===== config.mk =====
export PLATFORM = sky130hd
export DESIGN_NAME = seq_bitwise_unit
export DESIGN_NICKNAME = d
export VERILOG_FILES = /design/src/rtl/seq_bitwise_pkg.sv /design/src/rtl/seq_bitwise_unit_slice_logic.sv /design/src/rtl/seq_bitwise_unit.sv
export SDC_FILE = /design/constraint.sdc
export NUM_CORES = 1
export LEC_CHECK = 0
export ABC_CLOCK_PERIOD_IN_PS = 5800
export CAP_MARGIN = 0
export CORE_MARGIN = 10
export CORE_UTILIZATION = 25
export DETAILED_ROUTE_END_ITERATION = 12
export HOLD_SLACK_MARGIN = 0.05
export PLACE_DENSITY_LB_ADDON = 0.25
export REMOVE_ABC_BUFFERS = 1
export SYNTH_ARGS = -nofsm -noshare
export SYNTH_HDL_FRONTEND = slang
export SYNTH_SLANG_ARGS = --single-unit

===== constraint.sdc =====
create_clock -name clk -period 5.8 [get_ports clk]
set_clock_uncertainty 0.05 [all_clocks]
set_input_delay 0.58 -clock clk [delete_from_list [all_inputs] [get_ports clk]]
set_output_delay 0.58 -clock clk [all_outputs]
set_load 0.02 [all_outputs]

===== src/rtl/seq_bitwise_pkg.sv =====
// Shared definitions for the sequential bitwise unit: op codes, FSM state
// encoding and the slice-counter width helper.
package seq_bitwise_pkg;

  localparam logic [2:0] OP_AND  = 3'd0;
  localparam logic [2:0] OP_OR   = 3'd1;
  localparam logic [2:0] OP_XOR  = 3'd2;
  localparam logic [2:0] OP_NOT  = 3'd3;
  localparam logic [2:0] OP_NAND = 3'd4;
  localparam logic [2:0] OP_NOR  = 3'd5;
  localparam logic [2:0] OP_XNOR = 3'd6;
  localparam logic [2:0] OP_PAR  = 3'd7;

  localparam logic [1:0] ST_IDLE = 2'd0;
  localparam logic [1:0] ST_RUN  = 2'd1;
  localparam logic [1:0] ST_DONE = 2'd2;

  // Ceiling log2; returns 0 for v <= 1.
  function automatic int clog2(input int v);
    int r;
    r = 0;
    for (int i = 0; i < 31; i++) begin
      if ((1 << i) < v) r = i + 1;
    end
    return r;
  endfunction

endpackage


===== src/rtl/seq_bitwise_unit_slice_logic.sv =====
// Combinational per-slice operator for seq_bitwise_unit. Produces the
// SLICE-bit result for one op and the XOR-reduction of that result.
module slice_logic
  import seq_bitwise_pkg::*;
#(
  parameter int SLICE = 2
) (
  input  logic [2:0]       op,
  input  logic [SLICE-1:0] a,
  input  logic [SLICE-1:0] b,
  output logic [SLICE-1:0] y,
  output logic             par
);

  // Operator select; PAR passes operand A through so its parity can be folded.
  always_comb begin
    y = '0;
    case (op)
      OP_AND:  y = a & b;
      OP_OR:   y = a | b;
      OP_XOR:  y = a ^ b;
      OP_NOT:  y = ~a;
      OP_NAND: y = ~(a & b);
      OP_NOR:  y = ~(a | b);
      OP_XNOR: y = ~(a ^ b);
      OP_PAR:  y = a;
      default: y = '0;
    endcase
    par = ^y;
  end

endmodule


===== src/rtl/seq_bitwise_unit.sv =====
// Multi-cycle bitwise logic unit: processes a WIDTH-bit operand pair SLICE
// bits per cycle (LSB slice first) behind valid/ready handshakes.
// Optional feature: define SEQ_BITWISE_UNIT_ZERO_EN to add the `zero` output
// (1 iff the WIDTH-bit result is all zeros).
module seq_bitwise_unit
  import seq_bitwise_pkg::*;
#(
  parameter int WIDTH = 8,
  parameter int SLICE = 2
) (
  input  logic             clk,
  input  logic             rst,
  input  logic             in_valid,
  output logic             in_ready,
  input  logic [2:0]       op,
  input  logic [WIDTH-1:0] in_a,
  input  logic [WIDTH-1:0] in_b,
  output logic             out_valid,
  input  logic             out_ready,
  output logic [WIDTH:0]   out
`ifdef SEQ_BITWISE_UNIT_ZERO_EN
  ,
  output logic             zero
`endif
);

  localparam int N  = WIDTH / SLICE;
  localparam int KW = (clog2(N) < 1) ? 1 : clog2(N);

  logic [1:0]       state;
  logic [KW-1:0]    k;
  logic [2:0]       op_q;
  logic [WIDTH-1:0] a_sh;
  logic [WIDTH-1:0] b_sh;
  logic [WIDTH-1:0] res_q;
  logic             par_q;
  logic [SLICE-1:0] slice_y;
  logic             slice_par;
  logic             last;
  logic             accept;

  assign in_ready = (state == ST_IDLE) & ~rst;
  assign accept   = in_valid & (state == ST_IDLE);
  assign last     = (k == KW'(N - 1));
  assign out      = {par_q, res_q};

  // The current slice is always the bottom SLICE bits of the shifted operands.
  slice_logic #(.SLICE(SLICE)) u_slice (
    .op  (op_q),
    .a   (a_sh[SLICE-1:0]),
    .b   (b_sh[SLICE-1:0]),
    .y   (slice_y),
    .par (slice_par)
  );

  // FSM, slice counter, result register and parity flag accumulation.
  always_ff @(posedge clk) begin
    if (rst) begin
      state     <= ST_IDLE;
      out_valid <= 1'b0;
      k         <= '0;
      res_q     <= '0;
      par_q     <= 1'b0;
    end else begin
      case (state)
        ST_IDLE: begin
          if (accept) begin
            k     <= '0;
            res_q <= '0;
            par_q <= 1'b0;
            state <= ST_RUN;
          end
        end
        ST_RUN: begin
          res_q[int'(k)*SLICE +: SLICE] <= slice_y;
          if (op_q == OP_PAR) par_q <= par_q ^ slice_par;
          k <= k + 1'b1;
          if (last) begin
            k         <= '0;
            state     <= ST_DONE;
            out_valid <= 1'b1;
          end
        end
        ST_DONE: begin
          if (out_ready) begin
            state     <= ST_IDLE;
            out_valid <= 1'b0;
          end
        end
        default: begin
          state     <= ST_IDLE;
          out_valid <= 1'b0;
        end
      endcase
    end
  end

  // Operand latch on accept, then shift one slice per RUN cycle; no reset needed.
  always_ff @(posedge clk) begin
    if (accept) begin
      op_q <= op;
      a_sh <= in_a;
      b_sh <= in_b;
    end else if (state == ST_RUN) begin
      a_sh <= a_sh >> SLICE;
      b_sh <= b_sh >> SLICE;
    end
  end

`ifdef SEQ_BITWISE_UNIT_ZERO_EN
  logic zero_q;
  assign zero = zero_q;

  // Zero flag starts true on accept and is cleared by any nonzero slice.
  always_ff @(posedge clk) begin
    if (rst) begin
      zero_q <= 1'b0;
    end else if (accept) begin
      zero_q <= 1'b1;
    end else if (state == ST_RUN) begin
      zero_q <= zero_q & ~(|slice_y);
    end
  end
`endif

endmodule


==> impl_results.md, run 1 <==
* Metal2 WL at 1478 um
* Fmax at 0.3610 GHz
* Yosys top cell area share at 0.3648
* CTS tree: built
* Inserted Clock Buffers at 5
* DR WL met3 at 310 um
* CTS resizes at 0
* First-pass DRT Iterations at 4
* Row cnt at 28
* Yosys warns at 0
* Initial antenna violation count at 0
* Layout Nets at 203
* Internal power at 0.3960 mW
* Synth Instances at 136
* CTS Buffer Depth at 2
* Critical-path maximum fanout at 15
* Max Cap Viol at 0
* Max incr delay on CP at 0.67 ns
* Total Power at 0.5245 mW
* GRT Total Usage at 0.06670
* Hold crit path type: register to register
* Clock period minus final worst setup slack at 2.770 ns
* Area of the core at 5991 um2
* Crit path arrival time at 2.14 ns
* Routed WL at 3233 um
* GRT overflow at 0
* P&R area growth vs syn at 31.36%
* Largest cells by area after synthesis: edfxtp_1, dfxtp_1, mux2_2, ha_1, a22oi_1
* H-tree depth at 2
* Clk slew on worst S/H paths at 0.07 ns
* Wire per inst at 13.04 um
* Initial core utilization at 0.2611
* DIE AREA at 9820 um2
* Max layer used: met4
* Tcrit/Tclk final at 0.4776
* Crit path capture type: output pin
* DR vias at 1117
* Switching power at 0.1285 mW
* Setup TNS at 0 ns
* Final Hold Vio Count at 0
* Pin count of the biggest net entering global routing at 21
* Cell area after synthesis at 1564 um2
* Post-DP Area at 1972 um2
* Slowest cell on the critical path: clkdlybuf4s50_1
* Die X at 99.10 um
* HPWL Detailed at 2467 um
* Commonest non-fill, non-tap cell in the layout: clkdlybuf4s50_1
* CTS root buf: clkbuf_8
* Register bit count reported by yosys at 33
* RePlAce Congestion at 0.8204
* First-pass GRT wire length at 5437 um
* Dpl cells at 240
* N_diodes at 0
* Post-CTS Setup Bufs at 0
* Post-Route M1 WL at 1436 um
* Most prevalent standard cell on the critical path: clkdlybuf4s50_1
* Cell Chain, Critical Path: clkdlybuf4s50_1 -> nor3_1 -> clkdlybuf4s50_1
* Synth area leader: edfxtp_1
* Unique masters post-synth at 29
* Layout cell share with drive strength beyond 1 at 0.1214
* IO Count at 34
* Seq/Total Area, Yosys at 0.5440
* Unrepaired setup endpoints after global routing: no
* Antenna-violating nets left at 0
* CP Data Required Time at 5.17 ns
* Final std cell area, no fill at 2054 um2
* Leakage power total at 0.7729 nW
* # clock sinks at 33
* Crit start category: input port
* Die Y at 99.10 um
* Setup violators final at 0
* Max-slew violation count at 0
* Latest clock arrival within the worst-skew pair at 0.28 ns
* Number of hold buffers added after CTS at 0
* Status: finished, final reports clean
* IO Port Bufs at 33
* FILL cells at 613
* Initial DRC count at 38
* Non-filler instance count after layout at 248
* Leading cell types in the layout, fill and taps excluded: clkdlybuf4s50_1, edfxtp_1, dfxtp_1
* Slew margin rel. at 0.5902
* Clk pwr share at 0.310
* Avg Cell Area, Syn at 11.50 um2
* IR Drop Worst-Case VDD at 0.1168 mV
* Vias in the first global route at 1178
* CP Class: input port to output pin
* Residual DRC at 0
* Power density cells at 255.3 nW/um2
* Combinational Power Share at 0.158
* Worst Tran Pin Value at 0.6141 ns
* DR vias/cell at 4.504
* Switch share at 0.2450
* Sequential share of power at 0.532
[per-layer routing]
layer  GRT usage  vias to the layer above
li1            -                      550
met1     0.07648                      529
met2      0.1037                       36
met3     0.03945                        2
met4     0.01654                        0
met5           0                        -
[per-stage QoR]
step	setup WS, ns	utilization	hold slack [ns]
after floorplan	3.614	-	0.4748
after global placement	3.056	0.3292	0.3983
after detailed placement	3.017	0.3292	0.4089
after CTS	3.016	0.3429	0.4182
after global routing	2.909	0.3429	0.4590
final	3.030	0.3429	0.4158
[area by class of cell]
cell class	instances	area (um2)	area share
Multi-Input combinational cell	88	651.9	0.3173
Clock inverter	2	10.01	0.004872
Clock buffer	6	72.57	0.03532
Inverter	10	37.54	0.01827
Tap cell	75	93.84	0.04568
Sequential cell	33	850.8	0.4141
Timing Repair Buffer	34	337.8	0.1644
[sequential cells by signal (all words and copies together) (netlist names)]
signal,flops
state,2
out_valid,1
a_sh,8
res_q,8
op_q,3
k,2
b_sh,8
par_q,1
[worst paths after layout]
kind,startpoint,to,slack [ns],cells after the start
max,rst,in_ready,3.03,3
min,out_valid,out_valid,0.42,2
max reg2reg,a_sh[0],par_q,3.73,7
min reg2reg,out_valid,out_valid,0.42,2
[kinds of logic (layout without fill, tap and decap cells)]
logic type               Yosys count  count (layout)  synth area share
AND/OR/NAND/NOR                   42              42            0.1336
multiplexers                      16              16            0.1200
XOR/XNOR                           4               4           0.02240
flip-flops                        33              33            0.5440
buffers and inverters             15              52           0.03920
adder cells (fa/ha/maj)            8               8           0.06400
AO/OA/AOI/OAI                     18              18           0.07679
[power groups by stage]
stage | clock network, mW | registers (mW) | logic [mW]
2_1_floorplan | 0 | 0.283 | 0.0505
3_3_place_gp | 0 | 0.283 | 0.0808
3_5_place_dp | 0 | 0.284 | 0.0836
4_1_cts | 0.167 | 0.279 | 0.0838
5_1_grt | 0.179 | 0.281 | 0.0928
6_report | 0.163 | 0.279 | 0.0828
[synth_stat cells]
cell type and number:
a211oi_1 2, a21o_1 1, a21oi_1 3, a22oi_1 9, and2_1 4, and4_1 2, buf_2 1, buf_4 1
clkbuf_1 3, dfxtp_1 14, edfxtp_1 19, ha_1 8, inv_1 10, mux2_2 12, mux2i_1 3, mux4_2 1
nand2_1 12, nand2b_1 2, nand3_1 1, nand4_1 1, nand4b_1 1, nor2_1 12, nor2b_1 1, nor3_1 2
nor3b_1 2, o21ai_0 3, or3_1 2, xnor2_1 2, xor2_1 2
[worst max-delay path, delay by kind of cell]
family | cells | cell delay (ns)
buffers and inverters | 2 | 1.31
and+or+nand+nor | 1 | 0.25
Note: power is estimated with default switching activity, not from simulation.
==> run 2, diff against run 1 <==
- ABC_CLOCK_PERIOD_IN_PS: 5800 -> 2650
- clock period: 5.8 -> 2.65 ns (I/O delays scaled with it)
==> impl_results.md, run 2 (synthesized netlist as in run 1, its figures left out) <==
* Status: finished, final reports clean
* Row cnt at 28 (unchanged)
* Area of the core at 5991 um2 (unchanged)
* Clock period minus final worst setup slack at 2.074 ns
* Max Cap Viol at 0 (unchanged)
* Register-to-register setup slack at 0.58 ns (-3.15 ns)
* First-pass DRT Iterations at 4 (unchanged)
* Slew margin rel. at 0.5719 (-0.01830)
* Power density cells at 560.9 nW/um2 (+120%)
* Buffer and inverter count on the worst path at 2 (unchanged)
* Vias in the first global route at 1140 (-3.2%)
* Crit path capture type: register
* DR vias at 1121 (+0.36%)
* RePlAce Congestion at 0.8012 (-2.3%)
* Largest regs: a_sh: 8 flops, b_sh: 8 flops, res_q: 8 flops
* CP Class: register to register
* Die X at 99.10 um (unchanged)
* Routed WL at 3300 um (+2.1%)
* CP Data Required Time at 2.80 ns (-2.37 ns)
* Tcrit/Tclk final at 0.7826
* Total Power at 1.157 mW (+120%)
* Kind of cell adding the most delay to the critical path: multiplexers
* Antenna-violating nets left at 0 (unchanged)
* # clock sinks at 33 (unchanged)
* Crit path arrival time at 2.22 ns (+0.08 ns)
* P&R area growth vs syn at 31.84%
* Dpl ws at 0.5828 ns (-2.434 ns)
* Initial DRC count at 32 (-16%)
* Latest clock arrival within the worst-skew pair at 0.28 ns (about the same)
* Post-DP Area at 1979 um2 (+0.38%)
* Leakage power total at 0.7777 nW (+0.62%)
* Slowest cell on the critical path: mux4_2
* Unrepaired setup endpoints after global routing: no
* FILL cells at 613 (unchanged)
* Number of hold buffers added after CTS at 0 (unchanged)
* CTS resizes at 0 (unchanged)
* CTS root buf: clkbuf_8
* DIE AREA at 9820 um2 (unchanged)
* Cell Chain, Critical Path: inv_1 -> ha_1 -> inv_1 -> mux4_2 -> xor2_1 -> or3_1 -> a211oi_1
* CTS tree: built
* Multi-input gate area at 651.9 um2 (unchanged)
* Clk slew on worst S/H paths at 0.07 ns (about the same)
* Layout Nets at 204 (+0.49%)
* IO Count at 34 (unchanged)
* CTS Buffer Depth at 2 (unchanged)
* Inserted Clock Buffers at 5 (unchanged)
* First-pass GRT wire length at 5471 um (+0.63%)
* Post-CTS Setup Bufs at 0 (unchanged)
* GRT overflow at 0 (unchanged)
* H-tree depth at 2 (unchanged)
* Wire per inst at 13.25 um (+1.7%)
* Initial core utilization at 0.2611 (unchanged)
* Max incr delay on CP at 0.47 ns (-0.20 ns)
* Final std cell area, no fill at 2062 um2 (+0.37%)
* Pin count of the biggest net entering global routing at 21 (unchanged)
* Hold crit path type: register to register
* GRT Total Usage at 0.06835 (+0.001649)
* Max-slew violation count at 0 (unchanged)
* Fmax at 0.4822 GHz
* Residual DRC at 0 (unchanged)
* Most prevalent standard cell on the critical path: inv_1
* Setup violators final at 0 (unchanged)
* Final WS setup at 0.5762 ns (-2.454 ns)
* FF+latch area at 850.8 um2 (unchanged)
* IO Port Bufs at 33 (unchanged)
* Critical-path maximum fanout at 3 (-12)
* Commonest non-fill, non-tap cell in the layout: clkdlybuf4s50_1
* Final Hold Vio Count at 0 (unchanged)
* Die Y at 99.10 um (unchanged)
* DR vias/cell at 4.502 (about the same)
* Leading cell types in the layout, fill and taps excluded: clkdlybuf4s50_1, edfxtp_1, dfxtp_1
* IR Drop Worst-Case VDD at 0.2780 mV (+140%)
* N_diodes at 0 (unchanged)
* Layout cell share with drive strength beyond 1 at 0.1264 (+0.005049)
* Crit start category: register
* Setup TNS at 0 ns (unchanged)
* Worst Tran Pin Value at 0.6415 ns (+0.02742 ns)
* HPWL Detailed at 2477 um (+0.41%)
* Initial antenna violation count at 0 (unchanged)
## run 2: path summary, 6_finish.rpt
kind | start | cells after the start | endpoint
hold / removal | out_valid | 2 | out_valid
setup / recovery | a_sh[0] | 7 | par_q
setup reg to reg | a_sh[0] | 7 | par_q
hold reg to reg | out_valid | 2 | out_valid
## run 2: through the flow
step,util,std cells,hold slack [ns]
floorplan,-,131,0.2841
global placement,0.3304,241,0.3949
detailed placement,0.3304,241,0.4126
CTS,0.3442,249,0.4222
global route,0.3442,249,0.4300
finish,0.3442,249,0.4115
## run 2: power breakdown
group	switching (mW)	internal (mW)
Combinational	0.0852	0.0976
Sequential	0.0216	0.589
Clock	0.182	0.182
## run 2: worst reg2reg max path: stages (launching register included)
cell and delay, ns:
edfxtp_1 0.37, inv_1 0.05, ha_1 0.27, inv_1 0.04, mux4_2 0.47, xor2_1 0.17, or3_1 0.35, a211oi_1 0.22
## run 2: cell type report
class / instances / share of cell area
multi-input cells: 88 / 0.3161
inverters: 10 / 0.01820
repair buffers: 35 / 0.1675
clock inverters: 2 / 0.004854
flip-flops and latches: 33 / 0.4126
clock buffers: 6 / 0.03519
well taps: 75 / 0.04551
## run 2: per-layer routing
metal,track usage,up-vias,part of all wire
met5,0,-,0
met4,0.01985,0,0.0055
met3,0.04567,2,0.11
met2,0.1042,37,0.45
met1,0.07592,528,0.43
li1,-,554,-
==> run 3, diff against run 2 <==
- ABC_CLOCK_PERIOD_IN_PS: 2650 -> 2150
- clock period: 2.65 -> 2.15 ns (I/O delays scaled with it)
==> impl_results.md, run 3 (synthesized netlist as in run 1, its figures left out) <==
* Status: finished, final reports clean
* IO Count at 34 (unchanged)
* Latest clock arrival within the worst-skew pair at 0.29 ns (about the same)
* Area of the core at 5991 um2 (unchanged)
* Critical-path maximum fanout at 3 (unchanged)
* Crit path capture type: register
* Power density cells at 686.8 nW/um2 (+22%)
* Fmax at 0.4939 GHz (+2.4%)
* Pin count of the biggest net entering global routing at 21 (unchanged)
* GRT Total Usage at 0.07057 (+0.002217)
* Leading cell types in the layout, fill and taps excluded: clkdlybuf4s50_1, edfxtp_1, dfxtp_1
* Unrepaired setup endpoints after global routing: no
* FILL cells at 597 (-2.6%)
* Hold crit path type: register to register
* Max-slew violation count at 0 (unchanged)
* H-tree depth at 2 (unchanged)
* RePlAce Congestion at 0.8414 (+5.0%)
* Number of hold buffers added after CTS at 0 (unchanged)
* Clock period minus final worst setup slack at 2.025 ns (-0.04917 ns)
* N_diodes at 0 (unchanged)
* Die Y at 99.10 um (unchanged)
* DR vias/cell at 4.522 (+0.45%)
* Vias in the first global route at 1187 (+4.1%)
* Routed WL at 3272 um (-0.85%)
* Max Cap Viol at 0 (unchanged)
* Setup violators final at 0 (unchanged)
* Antenna-violating nets left at 0 (unchanged)
* IR Drop Worst-Case VDD at 0.3269 mV (+18%)
* Leakage power total at 0.7824 nW (+0.61%)
* DIE AREA at 9820 um2 (unchanged)
* Tcrit/Tclk final at 0.9417 (+0.1591)
* Initial core utilization at 0.2611 (unchanged)
* Die X at 99.10 um (unchanged)
* Total Power at 1.428 mW (+23%)
* First-pass GRT wire length at 5595 um (+2.3%)
* Setup TNS at 0 ns (unchanged)
* CTS Buffer Depth at 2 (unchanged)
* Slew margin rel. at 0.5752 (+0.003327)
* HPWL Detailed at 2486 um (+0.38%)
* # clock sinks at 33 (unchanged)
* Layout Nets at 204 (unchanged)
* Initial DRC count at 49 (+53%)
* CP Class: register to register
* CP Data Required Time at 2.31 ns (-0.49 ns)
* CTS root buf: clkbuf_8
* Initial antenna violation count at 0 (unchanged)
* GRT overflow at 0 (unchanged)
* Commonest non-fill, non-tap cell in the layout: clkdlybuf4s50_1
* Worst Tran Pin Value at 0.6365 ns (-0.004986 ns)
* Wire per inst at 13.14 um (-0.85%)
* Row cnt at 28 (unchanged)
* First-pass DRT Iterations at 4 (unchanged)
* Final Hold Vio Count at 0 (unchanged)
* Residual DRC at 0 (unchanged)
* CTS tree: built
* Crit path arrival time at 2.18 ns (-0.04 ns)
* Inserted Clock Buffers at 5 (unchanged)
* Layout cell share with drive strength beyond 1 at 0.1322 (+0.005747)
* DR vias at 1126 (+0.45%)
* IO Port Bufs at 33 (unchanged)
* Largest regs: a_sh: 8 flops, b_sh: 8 flops, res_q: 8 flops
* P&R area growth vs syn at 32.96%
* Clk slew on worst S/H paths at 0.07 ns (about the same)
* Crit start category: register
## run 3: cell counts in the layout (fill, tap and decap cells not counted)
Identical to the previous run, type by type.
## run 3: timing repair
action / in CTS / in global routing
resized for setup: 0 / 1
setup buffers: 0 / 0
setup endpoints to repair: 0 / 1
## run 3: layer usage
metal	GRT usage	vias up	routed length, um
met4	0.03638	0	72
met3	0.04637	8	398
met1	0.07530	520	1377
li1	-	554	-
met5	0	-	0
met2	0.1047	44	1423
## run 3: final timing paths
kind                            cells past startpoint      start  slack [ns]   endpoint
worst min-delay path                                2  out_valid        0.43  out_valid
worst min register to register                      2  out_valid        0.43  out_valid
worst max register to register                      7    a_sh[0]        0.13      par_q
worst max-delay path                                7    a_sh[0]        0.13      par_q
## run 3: power by group
| group | switching, mW | leakage, nW | internal [mW] |
|---|---|---|---|
| sequential | 0.0260 | 0.306 | 0.726 |
| combinational | 0.104 | 0.432 | 0.124 |
| clock | 0.225 | 0.0450 | 0.224 |
## run 3: area by class of cell
class	instances	area [um2]	area share
flip-flops and latches	33	850.8	0.4091
multi-input cells	88	656.9	0.3159
repair buffers	35	357.8	0.1721
well taps	75	93.84	0.04513
clock buffers	6	72.57	0.03490
inverters	10	37.54	0.01805
clock inverters	2	10.01	0.004813
## run 3: through the flow
step | std cells | worst slack [ns] | utilization | hold slack, ns | area (um2)
finish | 249 | 0.1254 | 0.3471 | 0.4290 | 2079
global route | 249 | 0.03809 | 0.3471 | 0.4248 | 2079
CTS | 249 | 0.06898 | 0.3463 | 0.4284 | 2074
detailed placement | 241 | 0.09249 | 0.3325 | 0.4269 | 1992
global placement | 241 | 0.1395 | 0.3325 | 0.3941 | 1992
floorplan | 131 | 0.03015 | - | 0.2341 | 1540
## run 3: worst max-delay path: stages (launching register included)
cell,delay [ns]
edfxtp_1,0.37
inv_1,0.05
ha_1,0.27
inv_1,0.03
mux4_2,0.47
xor2_1,0.16
or3_1,0.33
a211oi_2,0.21
